### config.mk
export PLATFORM = sky130hd
export DESIGN_NAME = shift_rows_serial
export DESIGN_NICKNAME = d
export VERILOG_FILES = /design/src/rtl/shift_rows_serial.sv
export SDC_FILE = /design/constraint.sdc
export NUM_CORES = 1
export LEC_CHECK = 0
export ABC_CLOCK_PERIOD_IN_PS = 6700
export CORE_MARGIN = 2
export CORE_UTILIZATION = 65
export CTS_CLUSTER_DIAMETER = 150
export DETAILED_ROUTE_END_ITERATION = 10
export PLACE_DENSITY = 0.83
export SLEW_MARGIN = 10
export SYNTH_ARGS = -nofsm -noshare
export SYNTH_HDL_FRONTEND = slang
export SYNTH_SLANG_ARGS = --single-unit
### constraint.sdc
create_clock -name clk -period 6.7 [get_ports clk]
set_clock_uncertainty 0.15 [all_clocks]
set_input_delay 1.34 -clock clk [delete_from_list [all_inputs] [get_ports clk]]
set_output_delay 1.34 -clock clk [all_outputs]
set_load 0.01 [all_outputs]
### src/rtl/shift_rows_serial.sv
// shift_rows_serial
//   Byte-serial forward AES ShiftRows. A 16-byte state arrives column-major
//   (byte k = s[k%4][k/4]) and is emitted with row r rotated left by r.
//   Two block buffers alternate: one fills while the other drains, which
//   allows a sustained rate of 1 byte/cycle.
//
// Ports
//   clk, n_rst    system clock (rising edge), asynchronous active-low reset
//   clear         synchronous flush of both buffers and all pointers
//   in_data       state byte; in_valid / in_ready handshake
//   in_bypass     sampled with byte 0 of a block; 1 = pass block unshifted
//   out_data      shifted state byte; out_valid / out_ready handshake
//   out_last      marks byte 15 of each output block
//   blocks_done   completed-block counter, CNT_W bits wide (only present
//                 when SHIFT_ROWS_SERIAL_COUNT_EN is defined)
//
// Build option
//   SHIFT_ROWS_SERIAL_COUNT_EN : adds the blocks_done port and its counter.
module shift_rows_serial #(
   parameter int CNT_W = 16
) (
   input  logic       clk,
   input  logic       n_rst,
   input  logic       clear,
   input  logic [7:0] in_data,
   input  logic       in_valid,
   output logic       in_ready,
   input  logic       in_bypass,
   output logic [7:0] out_data,
   output logic       out_valid,
   input  logic       out_ready,
   output logic       out_last
`ifdef SHIFT_ROWS_SERIAL_COUNT_EN
   ,
   output logic [CNT_W-1:0] blocks_done
`endif
);

   logic [7:0] mem_q [2][16];
   logic [1:0] full_q, full_d;
   logic [1:0] byp_q, byp_d;
   logic       wr_buf_q, wr_buf_d;
   logic       rd_buf_q, rd_buf_d;
   logic [3:0] wr_cnt_q, wr_cnt_d;
   logic [3:0] rd_cnt_q, rd_cnt_d;
   logic [7:0] hold_q, hold_d;

   logic       in_fire;
   logic       out_fire;
   logic [1:0] src_col;
   logic [3:0] rd_idx;

   assign in_ready  = ~full_q[wr_buf_q];
   assign out_valid = full_q[rd_buf_q];
   assign in_fire   = in_valid & in_ready;
   assign out_fire  = out_valid & out_ready;

   // Output byte k (row r, column c) comes from input column (c+r) mod 4,
   // same row; the 2-bit add wraps for free.
   assign src_col  = rd_cnt_q[3:2] + rd_cnt_q[1:0];
   assign rd_idx   = byp_q[rd_buf_q] ? rd_cnt_q : {src_col, rd_cnt_q[1:0]};

   // With no block ready the last emitted byte is held so out_data never
   // wanders while out_valid is low.
   assign out_data = out_valid ? mem_q[rd_buf_q][rd_idx] : hold_q;
   assign out_last = out_valid & (rd_cnt_q == 4'd15);

   always_comb begin
      full_d   = full_q;
      byp_d    = byp_q;
      wr_buf_d = wr_buf_q;
      rd_buf_d = rd_buf_q;
      wr_cnt_d = wr_cnt_q;
      rd_cnt_d = rd_cnt_q;
      hold_d   = hold_q;
      if (clear) begin
         full_d   = 2'b00;
         byp_d    = 2'b00;
         wr_buf_d = 1'b0;
         rd_buf_d = 1'b0;
         wr_cnt_d = 4'd0;
         rd_cnt_d = 4'd0;
         hold_d   = 8'h00;
      end else begin
         // A write and a read can never target the same buffer: writing
         // needs it empty, reading needs it full.
         if (in_fire) begin
            wr_cnt_d = wr_cnt_q + 4'd1;
            if (wr_cnt_q == 4'd0) begin
               byp_d[wr_buf_q] = in_bypass;
            end
            if (wr_cnt_q == 4'd15) begin
               full_d[wr_buf_q] = 1'b1;
               wr_buf_d         = ~wr_buf_q;
            end
         end
         if (out_fire) begin
            rd_cnt_d = rd_cnt_q + 4'd1;
            if (rd_cnt_q == 4'd15) begin
               full_d[rd_buf_q] = 1'b0;
               rd_buf_d         = ~rd_buf_q;
               hold_d           = out_data;
            end
         end
      end
   end

   always_ff @(posedge clk or negedge n_rst) begin
      if (!n_rst) begin
         full_q   <= 2'b00;
         byp_q    <= 2'b00;
         wr_buf_q <= 1'b0;
         rd_buf_q <= 1'b0;
         wr_cnt_q <= 4'd0;
         rd_cnt_q <= 4'd0;
         hold_q   <= 8'h00;
      end else begin
         full_q   <= full_d;
         byp_q    <= byp_d;
         wr_buf_q <= wr_buf_d;
         rd_buf_q <= rd_buf_d;
         wr_cnt_q <= wr_cnt_d;
         rd_cnt_q <= rd_cnt_d;
         hold_q   <= hold_d;
      end
   end

   // Buffer storage carries no reset; only the full flags qualify it.
   always_ff @(posedge clk) begin
      if (in_fire && !clear) begin
         mem_q[wr_buf_q][wr_cnt_q] <= in_data;
      end
   end

`ifdef SHIFT_ROWS_SERIAL_COUNT_EN
   logic [CNT_W-1:0] blocks_done_q;

   // Survives clear; only n_rst zeroes it.
   always_ff @(posedge clk or negedge n_rst) begin
      if (!n_rst) begin
         blocks_done_q <= '0;
      end else if (out_fire && out_last && !clear) begin
         blocks_done_q <= blocks_done_q + {{(CNT_W-1){1'b0}}, 1'b1};
      end
   end

   assign blocks_done = blocks_done_q;
`endif

endmodule

==> impl_results.md <==
- Core area: 0.0167 mm2
- Number of diodes: 0
- GRT Util Overall: 27.1%
- I/O pin count: 25
- Area delta synth->final: 11.1%
- Worst-case clock buffer depth: 3
- M3 GR Usage: 5.69%
- Setup violations, final: 0
- Period Utilization, post-route: 84.8%
- Hold buffer count at cts: 0
- Reg-to-Reg Start: rd_buf_q
- DRT iter0 DRCs: 697
- Total grt overflow: 0
- Final max-slew violation count: 0
- Worst Path Arrival: 4190 ps
- Layout Nets: 626
- Clock Sink Count: 278
- CP Data Required Time: 5210 ps
- Synth cell types: 36
- Clock transition at path regs: 60 ps
- Leak Pwr: 4.12 nW
- Initial antenna violation count: 0
- # rows: 47
- First-pass GRT wire length: 35.7 mm
- Dpl ws: 1630 ps
- Sw Ratio: 19.4%
- Fmax: 176 MHz
- Die Area: 0.0183 mm2
- Max-slew headroom: 21.0%
- GRT busiest layer: met2
- FF+latch count, synth: 278
- Combinational share of power: 2.1%
- EDFF count, synth: 256
- Vias per Instance: 6.78
- Post-synth ARST share: 7.91%
- Clk_lat worst skew: 540 ps
- CP Class: flip-flop to output pin
- Vias post-DR: 5,720
- Synth Flop Type: edfxtp_1
- Clock network fraction of total power: 42.4%
- Synth warn: 0
- GR Util met1: 39.0%
- Launch point of the worst path: rd_buf_q
- IR drop worst, VDD: 0.000233 V
- Vias in the first global route: 5,732
- Met2 usage: 42.7%
- CP Capture Type: output pin
- Worst-path maximum fanout: 35
- Hold crit path type: flip-flop to flip-flop
- Final WL: 23.5 mm
- Worst hold start: byp_q[1]
- Root Buffer: clkbuf_16
- Starting density of the core: 67.0%
- Total of max-cap violations: 0
- Horiz. Die Dim: 135 um
- Worst-Margin Slew: 1180 ps
- Hpwl dp: 13.8 mm
- Status: finished clean
- Final Hold Fails: 0
- Largest net degree at the start of global routing: 68
- DRC viols: 0
- Placed Instances: 797
- Final GP Congestion: 0.831
- Power per standard cell area: 277 mW/mm2
- Fin crit period: 5680 ps
- Startpoint Class: flip-flop
- P_sw: 0.000666 W
- CTS Buf Count: 27
- ANT nets after route: 0
- Final Non-Filler Cells: 844
- Post-synth top area share: 68.7%
- Syn Inst Count: 577
- Post-cts resize count: 0
- Synth area leader: edfxtp_1
- Mapped cell area: 0.0112 mm2
- Sequential power share: 55.5%
- Synthesized Nets: 597
- Layout cell share with drive strength beyond 1: 20.5%
- CTS tree: built
- IO buf count: 24
- Final Util: 74.4%
- RSZ-0062 raised after global routing: false
- Die Span Y: 135 um
- Synth top area cells: edfxtp_1 69%, mux4_2 13%, dfrtp_1 4.9%, mux2i_1 3.2%, nor2_1 1.8%
- # H-tree levels: 1
- TritonRoute pass-1 iters: 5
- Most common cell in the netlist: edfxtp_1
- Avg Inst Size Synth: 19.4 um2
- DR WL/cell: 27.9 um
- Post-CTS Setup Repair Bufs: 0
- Total negative setup slack: 0 ps
- Final setup margin: 1020 ps
- Register area share after synthesis: 73.7%
- Reg2reg setup slack: 3300 ps
- Most common library cells after synthesis: 256 x edfxtp_1, 64 x mux4_2, 55 x nor2_1, 36 x mux2i_1, 23 x nand2_1
- Power Internal: 0.00277 W
-- cells by family (layout without fill, tap and decap cells) --
family	count (synthesis)	in the layout	synth area share [%]
buf+inv	37	84	1.62
mux	102	102	16.4
fa+ha+maj	6	6	0.671
compound gates	42	42	2.91
flops	278	278	73.7
xor+xnor	8	8	0.626
simple gates	104	104	4.06
-- routing by layer --
metal | vias up | part of all wire [%]
li1 | 2374 | -
met1 | 2939 | 38
met2 | 352 | 49
met3 | 55 | 9.6
met4 | 0 | 2.9
met5 | - | 0
-- power by group through the flow --
stage	logic, W	registers, W	clock network (W)
floorplan	0.0000239	0.00194	0
global placement	0.0000662	0.00194	0
detailed placement	0.0000706	0.00194	0
CTS	0.0000714	0.00191	0.00147
global route	0.0000762	0.00191	0.00153
finish	0.0000709	0.00191	0.00146
-- state kept, by name (all words and copies together), names as in the netlist --
signal and flops:
rd_cnt_q 4, wr_buf_q 1, full_q 2, wr_cnt_q 4
byp_q 2, rd_buf_q 1, mem_q 256, hold_q 8
-- critical path, cell delays in order (launching register included) --
cell	delay, ps
dfrtp_4	850
mux2_4	400
mux2i_4	710
buf_4	410
mux2i_1	120
a22oi_1	190
nand2_1	120
o21ai_0	240
clkdlybuf4s50_1	590
-- layout by cell type (no fill, tap or decap), types with 7 or more instances in the layout --
| master | count |
|---|---|
| edfxtp_1 | 256 |
| mux4_2 | 64 |
| nor2_1 | 55 |
| mux2i_1 | 35 |
| clkbuf_16 | 27 |
| nand2_1 | 23 |
| dfrtp_1 | 20 |
| clkdlybuf4s50_1 | 19 |
| a22oi_1 | 16 |
| o21ai_0 | 10 |
| a211oi_2 | 8 |
| clkinv_1 | 7 |
| buf_4 | 7 |
-- worst paths after layout --
check	to	cells after the start
setup / recovery	out_data[6]	8
hold / removal	byp_q[1]	2
setup reg to reg	hold_q[4]	7
hold reg to reg	byp_q[1]	2
max in group asynchronous	rd_buf_q	1
min in group asynchronous	rd_cnt_q[1]	1
-- final cells by class --
class	instances	area (um2)
inverters	6	22.5
repair buffers	31	268
flip-flops and latches	278	8240
multi-input cells	262	2770
clock buffers	31	691
clock inverters	16	153
well taps	220	275
fillers	909	4280
-- through the flow --
step	hold slack, ps	cell area, um2	power (W)
floorplan	340	11200	0.00196
global placement	376	11600	0.00201
detailed placement	420	11600	0.00201
CTS	431	12400	0.00344
global route	468	12400	0.00351
finish	437	12400	0.00343
No activity file was read; power rests on OpenSTA's default activity.
